## src/rtl/sale_cart_controller_pkg.sv

```systemverilog
// rtl/sale_cart_controller_pkg.sv - shared price table, FSM encodings and reserved IDs for the sale cart
// Contents: EMPTY_ID, ROM_DIGITS, cart_state_t (adds ST_SUB when CART_UNDO_EN is defined), price_rom().
package sale_cart_controller_pkg;

    localparam int ROM_DIGITS = 5;
    localparam logic [3:0] EMPTY_ID = 4'd0;

`ifdef CART_UNDO_EN
    typedef enum logic [2:0] {
        ST_IDLE   = 3'd0,
        ST_LOOKUP = 3'd1,
        ST_ADD    = 3'd2,
        ST_WRITE  = 3'd3,
        ST_SUB    = 3'd4
    } cart_state_t;
`else
    typedef enum logic [2:0] {
        ST_IDLE   = 3'd0,
        ST_LOOKUP = 3'd1,
        ST_ADD    = 3'd2,
        ST_WRITE  = 3'd3
    } cart_state_t;
`endif

    // 16-entry BCD price list; entry 0 backs the reserved empty ID.
    function automatic logic [ROM_DIGITS*4-1:0] price_rom(input logic [3:0] id);
        case (id)
            4'd0:    price_rom = 20'h00000;
            4'd1:    price_rom = 20'h00150;
            4'd2:    price_rom = 20'h00200;
            4'd3:    price_rom = 20'h00325;
            4'd4:    price_rom = 20'h00099;
            4'd5:    price_rom = 20'h04077;
            4'd6:    price_rom = 20'h00500;
            4'd7:    price_rom = 20'h01234;
            4'd8:    price_rom = 20'h00010;
            4'd9:    price_rom = 20'h50000;
            4'd10:   price_rom = 20'h00999;
            4'd11:   price_rom = 20'h02500;
            4'd12:   price_rom = 20'h00001;
            4'd13:   price_rom = 20'h00750;
            4'd14:   price_rom = 20'h12345;
            default: price_rom = 20'h99999;
        endcase
    endfunction

endpackage

```

## src/rtl/sale_cart_controller_bcd_digit_add.sv

```systemverilog
// rtl/sale_cart_controller_bcd_digit_add.sv - one BCD digit adder/nines-complement subtractor
// Ports: a, b (BCD digits), cin, sub (1 = a + (9-b) + cin), d (result digit), cout (decimal carry).
module bcd_digit_add (
    input  logic [3:0] a,
    input  logic [3:0] b,
    input  logic       cin,
    input  logic       sub,
    output logic [3:0] d,
    output logic       cout
);

    logic [3:0] b_eff;
    logic [4:0] raw;
    logic [4:0] adj;

    always_comb begin
        b_eff = sub ? (4'd9 - b) : b;
        raw   = {1'b0, a} + {1'b0, b_eff} + {4'd0, cin};
        adj   = raw + 5'd6;
        // Anything above 9 skips the six unused codes and carries.
        if (raw > 5'd9) begin
            d    = adj[3:0];
            cout = 1'b1;
        end else begin
            d    = raw[3:0];
            cout = 1'b0;
        end
    end

endmodule

```

## src/rtl/sale_cart_controller.sv

```systemverilog
// rtl/sale_cart_controller.sv - cart of priced items with BCD running total and frame-synced display buses
// Ports: CLK, RST (async high), add_valid/add_id/add_ready handshake, undo_valid, clear, frame_sync,
//        product_IDS/numbers/total_price (committed on frame_sync), item_count, reject, overflow (live).
// Optional: CART_UNDO_EN enables removal of the last item through undo_valid.
module sale_cart_controller
    import sale_cart_controller_pkg::*;
#(
    parameter int N_SLOTS = 12,
    parameter int ID_W    = 4,
    parameter int DIGITS  = 5
) (
    input  logic                         CLK,
    input  logic                         RST,
    input  logic                         add_valid,
    input  logic [ID_W-1:0]              add_id,
    output logic                         add_ready,
    input  logic                         undo_valid,
    input  logic                         clear,
    input  logic                         frame_sync,
    output logic [N_SLOTS*ID_W-1:0]      product_IDS,
    output logic [N_SLOTS*DIGITS*4-1:0]  numbers,
    output logic [DIGITS*4-1:0]          total_price,
    output logic [3:0]                   item_count,
    output logic                         reject,
    output logic                         overflow
);

    localparam int PW    = DIGITS * 4;
    localparam int CNT_W = $clog2(DIGITS + 1);

    cart_state_t state, state_nxt;

    logic [ID_W-1:0]  slot_ids    [N_SLOTS];
    logic [PW-1:0]    slot_prices [N_SLOTS];
    logic [PW-1:0]    total;
    logic [ID_W-1:0]  id_reg;
    logic [PW-1:0]    operand;
    logic [PW-1:0]    sum_reg;
    logic             carry;
    logic [CNT_W-1:0] digit_idx;
    logic             is_sub;
    logic [3:0]       cell_d;
    logic             cell_cout;
    logic             drop;
    logic [PW-1:0]    rom_price;

    assign add_ready = (state == ST_IDLE);
    assign drop      = (add_id == ID_W'(EMPTY_ID)) || (item_count == 4'(N_SLOTS));
    assign rom_price = PW'(price_rom(4'(id_reg)));

`ifndef CART_UNDO_EN
    logic unused_undo;
    assign unused_undo = undo_valid;
    assign is_sub      = 1'b0;
`endif

    bcd_digit_add u_digit (
        .a    (total[digit_idx*4 +: 4]),
        .b    (operand[digit_idx*4 +: 4]),
        .cin  (carry),
        .sub  (is_sub),
        .d    (cell_d),
        .cout (cell_cout)
    );

    always_ff @(posedge CLK or posedge RST) begin
        if (RST) state <= ST_IDLE;
        else     state <= state_nxt;
    end

    always_comb begin
        state_nxt = state;
        if (clear) begin
            state_nxt = ST_IDLE;
        end else begin
            case (state)
                ST_IDLE: begin
                    if (add_valid) begin
                        if (!drop) state_nxt = ST_LOOKUP;
                    end
`ifdef CART_UNDO_EN
                    else if (undo_valid && item_count != 4'd0) begin
                        state_nxt = ST_SUB;
                    end
`endif
                end
                ST_LOOKUP: state_nxt = ST_ADD;
                ST_ADD: if (digit_idx == CNT_W'(DIGITS - 1)) state_nxt = ST_WRITE;
`ifdef CART_UNDO_EN
                ST_SUB: if (digit_idx == CNT_W'(DIGITS - 1)) state_nxt = ST_WRITE;
`endif
                ST_WRITE:  state_nxt = ST_IDLE;
                default:   state_nxt = ST_IDLE;
            endcase
        end
    end

    always_ff @(posedge CLK or posedge RST) begin
        if (RST) begin
            for (int i = 0; i < N_SLOTS; i++) begin
                slot_ids[i]    <= '0;
                slot_prices[i] <= '0;
            end
            total       <= '0;
            id_reg      <= '0;
            operand     <= '0;
            sum_reg     <= '0;
            carry       <= 1'b0;
            digit_idx   <= '0;
`ifdef CART_UNDO_EN
            is_sub      <= 1'b0;
`endif
            item_count  <= '0;
            reject      <= 1'b0;
            overflow    <= 1'b0;
            product_IDS <= '0;
            numbers     <= '0;
            total_price <= '0;
        end else begin
            reject <= 1'b0;

            // Uses pre-edge working values, so a WRITE on the same edge shows up one frame later.
            if (frame_sync) begin
                for (int i = 0; i < N_SLOTS; i++) begin
                    product_IDS[(N_SLOTS-1-i)*ID_W +: ID_W] <= slot_ids[i];
                    numbers[(N_SLOTS-1-i)*PW +: PW]         <= slot_prices[i];
                end
                total_price <= total;
            end

            if (clear) begin
                for (int i = 0; i < N_SLOTS; i++) begin
                    slot_ids[i]    <= '0;
                    slot_prices[i] <= '0;
                end
                total      <= '0;
                item_count <= '0;
                overflow   <= 1'b0;
            end else begin
                case (state)
                    ST_IDLE: begin
                        if (add_valid) begin
                            if (drop) reject <= 1'b1;
                            else      id_reg <= add_id;
                        end
`ifdef CART_UNDO_EN
                        else if (undo_valid) begin
                            if (item_count == 4'd0) begin
                                reject <= 1'b1;
                            end else begin
                                // Nines-complement subtract: carry-in of 1 completes the tens complement.
                                operand   <= slot_prices[item_count - 4'd1];
                                carry     <= 1'b1;
                                digit_idx <= '0;
                                is_sub    <= 1'b1;
                            end
                        end
`endif
                    end
                    ST_LOOKUP: begin
                        operand   <= rom_price;
                        carry     <= 1'b0;
                        digit_idx <= '0;
`ifdef CART_UNDO_EN
                        is_sub    <= 1'b0;
`endif
                    end
`ifdef CART_UNDO_EN
                    ST_ADD, ST_SUB: begin
`else
                    ST_ADD: begin
`endif
                        sum_reg[digit_idx*4 +: 4] <= cell_d;
                        carry                     <= cell_cout;
                        digit_idx                 <= digit_idx + 1'b1;
                    end
                    ST_WRITE: begin
                        if (!is_sub) begin
                            slot_ids[item_count]    <= id_reg;
                            slot_prices[item_count] <= operand;
                            item_count              <= item_count + 4'd1;
                            if (carry) begin
                                total    <= {DIGITS{4'h9}};
                                overflow <= 1'b1;
                            end else begin
                                total <= sum_reg;
                            end
                        end else begin
                            slot_ids[item_count - 4'd1]    <= '0;
                            slot_prices[item_count - 4'd1] <= '0;
                            item_count                     <= item_count - 4'd1;
                            // No carry out means a borrow, only reachable from a saturated total.
                            total <= carry ? sum_reg : '0;
                        end
                    end
                    default: ;
                endcase
            end
        end
    end

endmodule

```

## config.mk

```make
export PLATFORM = sky130hd
export DESIGN_NAME = sale_cart_controller
export DESIGN_NICKNAME = d
export VERILOG_FILES = /design/src/rtl/sale_cart_controller_pkg.sv /design/src/rtl/sale_cart_controller_bcd_digit_add.sv /design/src/rtl/sale_cart_controller.sv
export SDC_FILE = /design/constraint.sdc
export NUM_CORES = 1
export LEC_CHECK = 0
export BUFFER_PORTS_ARGS = -buffer_cell sky130_fd_sc_hd__buf_2
export CORE_MARGIN = 8
export CORE_UTILIZATION = 57
export CTS_BUF_LIST = sky130_fd_sc_hd__clkbuf_16
export CTS_CLUSTER_DIAMETER = 80
export DETAILED_ROUTE_END_ITERATION = 10
export PLACE_DENSITY = 0.79
export SLEW_MARGIN = 20
export SYNTH_ARGS = -nofsm -noshare
export SYNTH_HDL_FRONTEND = slang
export SYNTH_SLANG_ARGS = --single-unit
```

## constraint.sdc

```tcl
create_clock -name CLK -period 22.4 [get_ports CLK]
set_input_delay 0 -clock CLK [delete_from_list [all_inputs] [get_ports CLK]]
set_output_delay 0 -clock CLK [all_outputs]
set_load 0.02 [all_outputs]
```

After elaboration in Yosys (flattened, before gate mapping)
Memories as Yosys holds them, arrays and structs flattened. A register that Yosys moved wholly into a read port is not among the register bits.
Cells that the tools add are included.
{ "word_totals": {"input_bits": 10, "memories": 1, "mem_bits_ro": 304, "ff_bits": 673} }
{ "mem_list": {"columns": ["memory", "words", "word_bits", "rd", "rd_ports_with_merged_regs", "wr", "line", "text"], "rows": [
  ["(name not given)", 16, 19, 1, 1, 0, "sale_cart_controller_pkg.sv:27", "case (id)"]
]} }
{ "op_classes": {"magnitude_cmp": 3, "bitwise": 3, "addsub": 6, "muxes": 32, "n_eq_ne": 8, "n_reduce_logical": 13, "shift": 4} }
{ "ops": {"columns": ["operator", "count"], "rows": [
  ["240-bit two-way mux", 2],
  ["240-bit bitwise mux", 1],
  ["48-bit two-way mux", 2],
  ["20-bit demux with 4-bit select", 1],
  ["20-bit two-way mux", 4],
  ["48-bit bitwise mux", 1],
  ["20-bit by 6-bit indexed part select with 4-bit output", 2],
  ["5-bit negator with 34-bit output", 1],
  ["4-bit by 34-bit variable shift with 20-bit output (first input constant)", 1],
  ["4-bit by 34-bit indexed part select with 20-bit output", 1],
  ["20-bit bitwise mux", 1],
  ["4-bit demux with 4-bit select", 1],
  ["4-bit two-way mux", 4],
  ["3-bit two-way mux", 4],
  ["3-bit one-hot mux with 3 select lines", 1],
  ["1-bit two-way mux", 8],
  ["2-bit AND reduction", 4],
  ["3-bit by 2-bit equality test with 1-bit output (second input constant)", 2],
  ["3-bit inequality test (second input constant)", 2],
  ["3-bit one-hot mux with 2 select lines", 1],
  ["2-bit nonzero test", 3],
  ["4-bit by 4-bit adder with 5-bit output", 1],
  ["5-bit by 1-bit adder with 5-bit output", 1],
  ["5-bit >= comparator (second input constant)", 1],
  ["18 further kinds", 19]
]} }

Logic depth before layout (Yosys ltp)
Gate-level depths: netlist of the first run.
{ "depth": {"depth_word": 8, "mapped_depth": 14, "ltp_nobuf": 12} }

Cells and area by module
Synthesis of the first run repeated with hierarchy kept, for this count alone.
{ "unflattened": {"hier_cells": 2124, "hier_area_um2": 23696.5} }
{ "by_module_without_submodules": {"columns": ["mod", "seq_area_each_um2", "cells_each", "area_per_inst_um2", "instances"], "rows": [
  ["sale_cart_controller", 14313.7, 2089, 23418.7, 1],
  ["bcd_digit_add", 0.0, 35, 277.8, 1]
]} }

Worst setup path after synthesis of the first run
No wires, ideal clock.
{ "synth_path": {"path_type": "register -> register", "from": "register digit_idx[0]", "to": "register sum_reg[10]", "t_arrival_ps": 3678, "setup_slack_ps": 18646, "period_less_slack_ps": 3754, "stages_incl_launch_ff": 15, "n_path_buf": 2, "cell_sequence": "dfrtp_1 > buf_2 > buf_2 > mux4_2 > nand2_1 > nand2_1 > fa_1 > fa_1 > xnor2_1 > ha_1 > nor2b_1 > a31o_1 > o31ai_4 > mux2_4 > o21ai_1"} }
{ "synth_between": {"elab_chain_len": 7} }
{ "synth_lines": {"columns": ["element", "line", "text"], "rows": [
  ["start, declared", "sale_cart_controller.sv:40", "logic [CNT_W-1:0] digit_idx;"],
  ["start signal, assigned", "sale_cart_controller.sv:175", "digit_idx <= digit_idx + 1'b1;"],
  ["20-bit by 6-bit indexed part select with 4-bit output, on equally long branches", "sale_cart_controller.sv:58, sale_cart_controller.sv:59", null],
  ["4-bit by 4-bit adder with 5-bit output", "sale_cart_controller_bcd_digit_add.sv:18", "raw = {1'b0, a} + {1'b0, b_eff} + {4'd0, cin};"],
  ["5-bit by 1-bit adder with 5-bit output", "sale_cart_controller_bcd_digit_add.sv:18", null],
  ["4-bit by 3-bit adder with 4-bit output / 5-bit by 4-bit greater-than comparator with 1-bit output (equally long branches)", "sale_cart_controller_bcd_digit_add.sv:19, sale_cart_controller_bcd_digit_add.sv:21", null],
  ["4-bit two-way mux", "sale_cart_controller_bcd_digit_add.sv:21", "if (raw > 5'd9) begin"],
  ["4-bit by 34-bit indexed part select with 20-bit output", "sale_cart_controller.sv:173", "sum_reg[digit_idx*4 +: 4] <= cell_d;"],
  ["20-bit bitwise mux (*)", "sale_cart_controller.sv:173", null],
  ["end signal, assigned by index", "sale_cart_controller.sv:173", null],
  ["end, declared", "sale_cart_controller.sv:38", "logic [PW-1:0] sum_reg;"]
]} }
Mark *: on every way between the ends. The rest lies on a longest branch, timed or not.
A chain may end at the register's enable or synchronous reset.

Final worst setup path of the first run
{ "layout_path": {"from": "register digit_idx[0]", "to": "register sum_reg[9]"} }
The elaborated chain is that of the path after synthesis.

==> results of run 1 <==
==> timing repair <==
| item | in CTS | in global routing |
|---|---|---|
| hold buffers | 11 | 0 |
| gates resized for setup | 0 | 0 |
| endpoints found under the hold margin | 109 | 0 |
==> layout make-up <==
type / instances / share of cell area [%]
clock buffer: 57 / 5.314
timing repair buffer: 351 / 7.258
sequential: 572 / 53.34
inverter: 15 / 0.2378
tap: 532 / 2.480
multi-input combinational: 1328 / 30.46
clock inverter: 43 / 0.9137
==> kinds of logic after synthesis <==
family	count (synthesis)	share of synthesized area, %
and+or+nand+nor	676	11.68
DFF	572	61.09
AOI/OAI and AO/OA	331	7.492
muxes	277	13.69
buffers and inverters	213	4.336
adders and majority gates	27	1.506
xor gates and xnor gates	5	0.1869
other	1	0.01600
==> cell usage after synthesis (3+ instances only) <==
master | count | area [µm²]
mux4_2 | 8 | 180.2
a21o_1 | 4 | 30.03
o21ai_1 | 16 | 80.08
nand3b_1 | 10 | 75.07
a211oi_1 | 11 | 82.58
mux2i_1 | 4 | 40.04
a21oi_1 | 260 | 1301
nor3b_1 | 3 | 22.52
nand2b_1 | 14 | 87.58
nand3_1 | 26 | 130.1
dfrtp_1 | 572 | 14310
clkbuf_1 | 118 | 442.9
nor3_1 | 5 | 25.02
nand2_1 | 553 | 2076
nor2b_1 | 9 | 56.30
buf_4 | 48 | 360.4
nor2_1 | 44 | 165.2
o21ai_0 | 23 | 115.1
inv_1 | 14 | 52.55
ha_1 | 25 | 312.8
o31ai_1 | 4 | 30.03
buf_2 | 29 | 145.1
xnor2_1 | 3 | 26.28
buf_1 | 3 | 11.26
mux2_2 | 264 | 2973
==> per-stage QoR <==
step                hold slack, ns  instance area [µm²]
finish                   -0.001369                26840
global route               0.03851                26840
CTS                        0.01305                26780
detailed placement          0.1798                25000
global placement            0.1726                25000
floorplan                   0.1079                23470
==> how the worst min path moves through the flow <==
stage               startpoint          end
floorplan            add_valid       reject
global placement           RST  numbers[68]
detailed placement         RST  numbers[68]
CTS                      clear     overflow
global route             clear     overflow
finish                   clear     overflow
==> power by group <==
| group | switching, mW | internal, mW |
|---|---|---|
| clock network | 0.394 | 0.481 |
| registers | 0.113 | 1.06 |
| logic | 0.228 | 0.112 |
| total | 0.735 | 1.66 |
==> per-layer routing <==
layer / part of all wire (%) / up-vias / GRT usage [%]
met5: 0 / - / 0
met4: 4.6 / 0 / 12.57
met3: 7.7 / 181 / 5.862
met2: 48 / 666 / 42.24
met1: 40 / 8443 / 35.22
li1: - / 7379 / -
==> layout by cell type (no fill, tap or decap), drive strengths merged, types with 25 or more instances in the layout <==
cell type and n:
o21ai 39, ha 25, buf 340, nand3 26, mux2 265, a21oi 260
dfrtp 572, nand2 554, nor2 44, inv 32, clkbuf 57
==> impl_metrics.tcl, run 1 <==
set metrics [dict create \
    fillers 3028 \
    crit_cells 12 \
    die-area_um2 47850 \
    path_max_fanout 18 \
    report.final.slew_viol_count 0 \
    routed_wl_um 64650 \
    crit_buf_inv 0 \
    r2r-end "sum_reg[9]" \
    synthArstFlopShare_pct 100.0 \
    endpoint_kind "flop" \
    antennaDiodeCount 0 \
    rrSetupSlack_ns 18.14 \
    startpoint_type "flop" \
    setup_viol 0 \
    cap_violations 0 \
    regArea_um2 14320 \
    layout-drive-gt1-share_pct 29.80 \
    synth.ff_latch_count 572 \
    cpPeakStageDelay_ns 0.96 \
    drc 0 \
    grt_max_degree 170 \
    crit_type "flop to flop" \
    design.core.area_um2 40740 \
    hold_path_class "input port to flop" \
    clock-sinks 572 \
    cts_setup_buffers 0 \
    die_w_um 218.8 \
    outcome "finished, violations left" \
    crit_chain "mux4_2 > nand2_1 > nand2_1 > fa_1 > fa_1 > xnor2_1 > ha_1 > nor2b_1 > a31o_1 > o31ai_4 > xnor2_1 > o21ai_1" \
    hpwl_um 39810 \
    final_util_pct 65.88 \
    synth_edf_count 0 \
    setup-tns-final_ns 0 \
    grt_pass1_vias 17210 \
    overflow 0 \
    whs_ns -0.001369 \
    dp_slack_ns 18.18 \
    worstHoldPathCells 2 \
    timing.final.ws_setup_ns 18.14 \
    initial_core_util_pct 57.52 \
    via_per_inst 5.752 \
    max_clock_freq_ghz 0.2345 \
    dp_cells 2785 \
    insertion_delay_ns 0.61 \
    vias 16670 \
    ys_seq_area_share_pct 61.09 \
    clk_path_buf_depth 3 \
    syn_area_um2 23430 \
    area_growth_pct 14.55 \
    grt_usage_pct 26.78 \
    total_power_mw 2.392 \
    grt_pass1_wl_um 99680 \
    reg2reg_from "digit_idx[0]" \
    multi_input_area_um2 8175 \
    synth_cell_types 51 \
    period_share_pct 19.04 \
    period_needed_ns 4.265 \
    wire_per_inst_um 22.31 \
    critical_path.endpoint "sum_reg[9]" \
    tightestPinTransition_ns 1.261 \
    cp_slowest_cell "dfrtp_1" \
    skew_ns 0.01480 \
    gp_congestion 0.8687 \
    ant_nets 0 \
    ioPinCount 325 \
    reg.largest.list "numbers (192), slot_prices (192)" \
    rsz0062_at_grt "no" \
    h-tree-depth 2 \
    ys.warnings.count 0 \
    num_rows 74 \
    synthFlopType "dfrtp_1" \
    fin_cells 2898 \
    cts_buffers 57 \
    antenna_found_initial 0 \
    path_clk_slew_ns 0.07 \
    cp.arrival_ns 4.74 \
    power_leakage_nw 13.51 \
    synthCells 2102 \
    fin_nets 2362 \
    die_h_um 218.8 \
    vdd_drop_max_uv 60.05 \
    cp_top_family "adder cells" \
    hold_viol 1 \
    io_buffers 311 \
    cp_data_required_time_ns 22.87 \
    power_density_nw_per_um2 89.13 \
    root_buffer "clkbuf_16" \
    relSlewSlack_pct 15.95 \
    drt_iter0_markers 1775 \
    synth_area_per_cell_um2 11.15 \
    failed_checks "negative hold slack" \
    tritoncts "built" \
    first_pass_iters 5 \
    r2r_cells 12 \
    crit_path_start "digit_idx[0]" \
]
(Power assumes the default switching activity.)
==> inputs of run 2 (changes only) <==
clock period = 4 ns   (was 22.4 ns; I/O delays follow)
==> run 2 against run 1 <==
Effect of this change: the flow now finishes without violations; non-clock buffer count rose by 17; final cell count rose by 0.76%; clock skew rose by 0.0021 ns; total power rose to 5.8 times the previous value; sequential power rose to 5.3 times the previous value; sequential share of layout area fell by 0.63 points; hold slack improved by 0.034 ns; die area did not move; register-to-register slack got worse by 18 ns; setup slack got worse by 18 ns; clock-buffer cell count did not move; critical path type unchanged; critical endpoint is now sum_reg[3]; largest cell class unchanged.
==> impl_metrics.tcl, run 2 (synthesized netlist as in run 1, its figures left out) <==
set metrics [dict create \
    power_leakage_nw 13.66 \
    dp_cells 2806 \
    crit_chain "mux4_2 > nand2_1 > nand2_1 > fa_1 > fa_1 > xnor2_1 > ha_1 > nor2b_1 > a31o_1 > a2111oi_0 > nand2b_2 > o21ai_1" \
    endpoint_kind "flop" \
    hold_viol 0 \
    worstHoldStart "frame_sync" \
    layout-drive-gt1-share_pct 30.49 \
    drt_iter0_markers 1464 \
    cap_violations 0 \
    path_clk_slew_ns 0.06 \
    crit_path_start "digit_idx[1]" \
    gp_congestion 0.8585 \
    fillers 3039 \
    tightestPinTransition_ns 1.146 \
    skew_ns 0.01692 \
    outcome "finished clean" \
    antennaDiodeCount 0 \
    ioPinCount 325 \
    reg2reg_from "digit_idx[1]" \
    period_needed_ns 3.799 \
    tritoncts "built" \
    io_buffers 311 \
    initial_core_util_pct 57.52 \
    grt_pass1_wl_um 101400 \
    ant_nets 0 \
    cp_slowest_cell "dfrtp_1" \
    setup_viol 0 \
    dp_slack_ns 0.2557 \
    antenna_found_initial 0 \
    wire_per_inst_um 22.46 \
    max_clock_freq_ghz 0.2632 \
    path_max_fanout 8 \
    clk_path_buf_depth 3 \
    hold_path_class "input port to flop" \
    fin_nets 2378 \
    relSlewSlack_pct 23.61 \
    h-tree-depth 2 \
    num_rows 74 \
    crit_buf_inv 0 \
    root_buffer "clkbuf_16" \
    power_density_nw_per_um2 512.0 \
    die_h_um 218.8 \
    grt_usage_pct 27.24 \
    clock-sinks 572 \
    reg.largest.list "numbers (192), slot_prices (192)" \
    vias 16800 \
    hpwl_um 41060 \
    cts_buffers 56 \
    cp_top_family "adder cells" \
    cts_setup_buffers 0 \
    grt_max_degree 115 \
    die_w_um 218.8 \
    final_cell_mix "dfrtp_1, nand2_1, buf_2, mux2_2, a21oi_1" \
    die-area_um2 47850 \
    final_common_cell "dfrtp_1" \
    drc 0 \
    period_share_pct 94.99 \
    area_growth_pct 15.92 \
    crit_type "flop to flop" \
    via_per_inst 5.753 \
    setup-tns-final_ns 0 \
    final_util_pct 66.67 \
    startpoint_type "flop" \
    cpPeakStageDelay_ns 0.62 \
    design.core.area_um2 40740 \
    grt_pass1_vias 17450 \
    cp.arrival_ns 4.27 \
    vdd_drop_max_uv 345.9 \
    overflow 0 \
    timing.final.ws_setup_ns 0.2005 \
    first_pass_iters 7 \
    routed_wl_um 65570 \
    fin_cells 2920 \
    report.final.slew_viol_count 0 \
    rsz0062_at_grt "no" \
    insertion_delay_ns 0.61 \
    cp_data_required_time_ns 4.47 \
]
run 2: per-stage QoR:
| step | area (µm²) | hold WS (ns) | total power, mW |
|---|---|---|---|
| 2_1_floorplan | 23480 | 0.1079 | 7.620 |
| 3_3_place_gp | 25220 | 0.07981 | 8.572 |
| 3_5_place_dp | 25220 | 0.08169 | 8.628 |
| 4_1_cts | 27160 | 0.04583 | 13.95 |
| 5_1_grt | 27160 | 0.06650 | 14.37 |
| 6_report | 27160 | 0.03293 | 13.91 |
run 2: worst paths after layout:
kind | cells past startpoint | endpoint | slack, ns
worst max-delay path | 12 | sum_reg[3] | 0.20
worst min-delay path | 2 | numbers[211] | 0.03
worst max register to register | 12 | sum_reg[3] | 0.20
worst min register to register | 2 | sum_reg[19] | 0.49
max in group asynchronous | 6 | total[8] | 2.10
min in group asynchronous | 4 | numbers[71] | 0.59
run 2: repair_timing:
action,CTS,global route
setup endpoints to repair,0,1
resized for setup,0,1
hold buffers,9,0
hold endpoints to repair,277,0
run 2: cell type report:
cell class | instances | area, µm² | area share (%)
Sequential cell | 572 | 14320 | 52.71
Inverter | 15 | 60.06 | 0.2211
Tap cell | 532 | 665.6 | 2.451
Multi-Input combinational cell | 1328 | 8168 | 30.07
Clock buffer | 57 | 1426 | 5.251
Timing Repair Buffer | 368 | 2101 | 7.734
Clock inverter | 48 | 425.4 | 1.566
run 2: worst reg2reg max path, cell delays in order (launching register included):
cell,delay (ns)
dfrtp_1,0.62
mux4_2,0.39
nand2_1,0.08
nand2_1,0.08
fa_1,0.47
fa_1,0.44
xnor2_1,0.20
ha_1,0.24
nor2b_1,0.13
a31o_1,0.24
a2111oi_0,0.45
nand2b_2,0.25
o21ai_1,0.09
run 2: power by group:
| group | internal [mW] | switching (mW) |
|---|---|---|
| Combinational | 0.669 | 1.61 |
| Sequential | 5.97 | 0.326 |
| Clock | 3.09 | 2.24 |
| Total | 9.73 | 4.18 |
run 2: metal layers:
metal / wire length, µm / global-route usage (%)
met4: 2799 / 12.32
met2: 31270 / 43.32
met3: 5174 / 5.682
met1: 26330 / 35.92
met5: 0 / 0
==> inputs of run 3 (changes only) <==
--- a/config.mk
+++ b/config.mk
@@ -7,10 +7,12 @@
 export LEC_CHECK = 0
 export BUFFER_PORTS_ARGS = -buffer_cell sky130_fd_sc_hd__buf_2
+export CELL_PAD_IN_SITES_DETAIL_PLACEMENT = 1
+export CELL_PAD_IN_SITES_GLOBAL_PLACEMENT = 2
 export CORE_MARGIN = 8
-export CORE_UTILIZATION = 57
+export CORE_UTILIZATION = 38
 export CTS_BUF_LIST = sky130_fd_sc_hd__clkbuf_16
 export CTS_CLUSTER_DIAMETER = 80
 export DETAILED_ROUTE_END_ITERATION = 10
-export PLACE_DENSITY = 0.79
+export PLACE_DENSITY_LB_ADDON = 0.1
 export SLEW_MARGIN = 20
 export SYNTH_ARGS = -nofsm -noshare
==> constraint.sdc (replaced) <==
create_clock -name CLK -period 4 [get_ports CLK]
set_input_delay 0 -clock CLK [delete_from_list [all_inputs] [get_ports CLK]]
set_output_delay 0 -clock CLK [all_outputs]
set_load 0.005 [all_outputs]
==> run 3 against run 2 <==
Effect of this change: cell area increased by 1.2%; setup slack improved by 0.062 ns; clock skew down 0.0073 ns; die area is 46% higher; maximum frequency is 1.7% higher; hold slack improved by 0.064 ns; sequential cell count stayed put; combinational power about the same; register-to-register slack improved by 0.06 ns; sequential share of layout area decreased by 0.61 points; critical path depth did not move; critical path type unchanged.
==> impl_metrics.tcl, run 3 (synthesized netlist as in run 1, its figures left out) <==
set metrics [dict create \
    tritoncts "built" \
    min_to "overflow" \
    final_common_cell "dfrtp_1" \
    wire_per_inst_um 23.72 \
    max_clock_freq_ghz 0.2676 \
    grt_max_degree 152 \
    layout-drive-gt1-share_pct 30.21 \
    outcome "finished clean" \
    cpPeakStageDelay_ns 0.55 \
    initial_core_util_pct 38.18 \
    num_rows 91 \
    post_dp_cell_area_um2 25570 \
    hold_path_class "input port to flop" \
    hpwl_um 47490 \
    power_density_nw_per_um2 504.9 \
    cts_resized 0 \
    path_max_fanout 5 \
    crit_type "flop to flop" \
    drc 0 \
    antenna_found_initial 4 \
    cp_data_required_time_ns 4.48 \
    worstHoldPathCells 2 \
    final_cell_mix "dfrtp_1, nand2_1, buf_2, mux2_2, a21oi_1" \
    internal_power_mw 9.602 \
    dp_slack_ns 0.2734 \
    fin_nets 2381 \
    setup-tns-final_ns 0 \
    grt_pass1_vias 17880 \
    power_leakage_nw 13.67 \
    clk_path_buf_depth 3 \
    vdd_drop_max_uv 328.1 \
    ioPinCount 325 \
    period_needed_ns 3.737 \
    routed_wl_um 75320 \
    h-tree-depth 2 \
    dp_cells 3061 \
    clock-sinks 572 \
    report.final.slew_viol_count 0 \
    grt_usage_pct 21.32 \
    drt_iter0_markers 971 \
    p_comb_share_pct 16.6 \
    rsz0062_at_grt "no" \
    p_seq_share_pct 45.5 \
    fin_cells 3175 \
    area_growth_pct 17.29 \
    die_h_um 264.3 \
    path_clk_slew_ns 0.06 \
    cp.arrival_ns 4.21 \
    design.core.area_um2 61370 \
    setup_viol 0 \
    switchingPower_mw 4.273 \
    period_share_pct 93.43 \
    first_pass_iters 4 \
    relSlewSlack_pct 25.88 \
    gp_congestion 0.7915 \
    grt_pass1_wl_um 115700 \
    r2r_cells 12 \
    timing.final.ws_setup_ns 0.2628 \
    reg2reg_from "digit_idx[0]" \
    startpoint_type "flop" \
    clkPwrFrac_pct 37.9 \
    cap_violations 0 \
    whs_ns 0.09696 \
    cp_top_family "adder cells" \
    cts_setup_buffers 0 \
    r2r-end "sum_reg[9]" \
    via_per_inst 5.152 \
    die_w_um 264.3 \
    reg.largest.list "numbers (192), slot_prices (192)" \
    final_util_pct 44.78 \
    worstHoldStart "clear" \
    io_buffers 311 \
    rrSetupSlack_ns 0.26 \
    crit_buf_inv 0 \
    vias 16360 \
    total_power_mw 13.87 \
    hold_viol 0 \
    p_sw_share_pct 30.80 \
    crit_chain "mux4_2 > nand2_1 > nand2_1 > fa_1 > fa_1 > xnor2_1 > ha_1 > nor2b_1 > a31o_1 > o31ai_4 > xnor2_1 > o21ai_1" \
    insertion_delay_ns 0.62 \
    final_cell_area_um2 27480 \
    cp_slowest_cell "mux4_2" \
    endpoint_kind "flop" \
    cts_buffers 61 \
    tightestPinTransition_ns 1.109 \
    root_buffer "clkbuf_16" \
    ant_nets 0 \
    skew_ns 0.009614 \
    die-area_um2 69860 \
    overflow 0 \
]
run 3: cell count changes in the layout (fill, tap and decap cells not counted), sizes merged:
cell,delta
buf,-3
inv,+7
clkbuf,+5
clkinv,-7
bufinv,-5
clkinvlp,-3
dlygate4sd3,+1
diode,+2
run 3: worst max-delay path by stage:
stage                            start          end  slack (ns)  depth (start not counted)
after floorplan                    RST        carry       -3.79                          1
after detailed placement  digit_idx[0]  sum_reg[14]        0.27                         12
after global placement    digit_idx[0]   sum_reg[3]        0.31                         12
final                     digit_idx[0]   sum_reg[9]        0.26                         12
after global routing      digit_idx[0]  sum_reg[13]        0.09                         12
after CTS                 digit_idx[0]   sum_reg[9]        0.26                         12
run 3: final cells by class:
type | count | area (µm²)
fill | 6647 | 33890
inverter | 15 | 60.06
clock inverter | 40 | 251.5
timing repair buffer | 366 | 2126
tap | 790 | 988.4
antenna | 2 | 5.005
multi-input combinational | 1328 | 8183
clock buffer | 62 | 1551
sequential | 572 | 14320
run 3: what timing repair did:
item                                    in CTS  in global routing
endpoints found under the hold margin       21                  0
endpoints found under the setup margin       0                  0
hold buffers                                10                  0
run 3: power by group through the flow:
| stage | Sequential (mW) | Combinational (mW) | Clock (mW) |
|---|---|---|---|
| after CTS | 6.31 | 2.35 | 5.40 |
| after global routing | 6.35 | 2.48 | 5.63 |
| final | 6.31 | 2.30 | 5.26 |
| after detailed placement | 6.41 | 2.32 | 0 |
| after floorplan | 6.22 | 1.34 | 0 |
| after global placement | 6.41 | 2.28 | 0 |
run 3: metal layers:
layer	track usage, %	part of all wire [%]	wire length (µm)	vias up
li1	-	-	-	7408
met4	5.173	2.2	1636	2
met3	3.849	3.8	2896	89
met5	0	0.016	12	-
met1	29.65	47	35080	8563
met2	34.50	47	35700	295
run 3: worst register-to-register path, stage by stage (launching register included):
cell     delay, ns
dfrtp_1       0.45
mux4_2        0.55
nand2_1       0.09
nand2_1       0.08
fa_1          0.45
fa_1          0.43
xnor2_1       0.32
ha_1          0.26
nor2b_1       0.16
a31o_1        0.17
o31ai_4       0.09
xnor2_1       0.42
o21ai_1       0.13
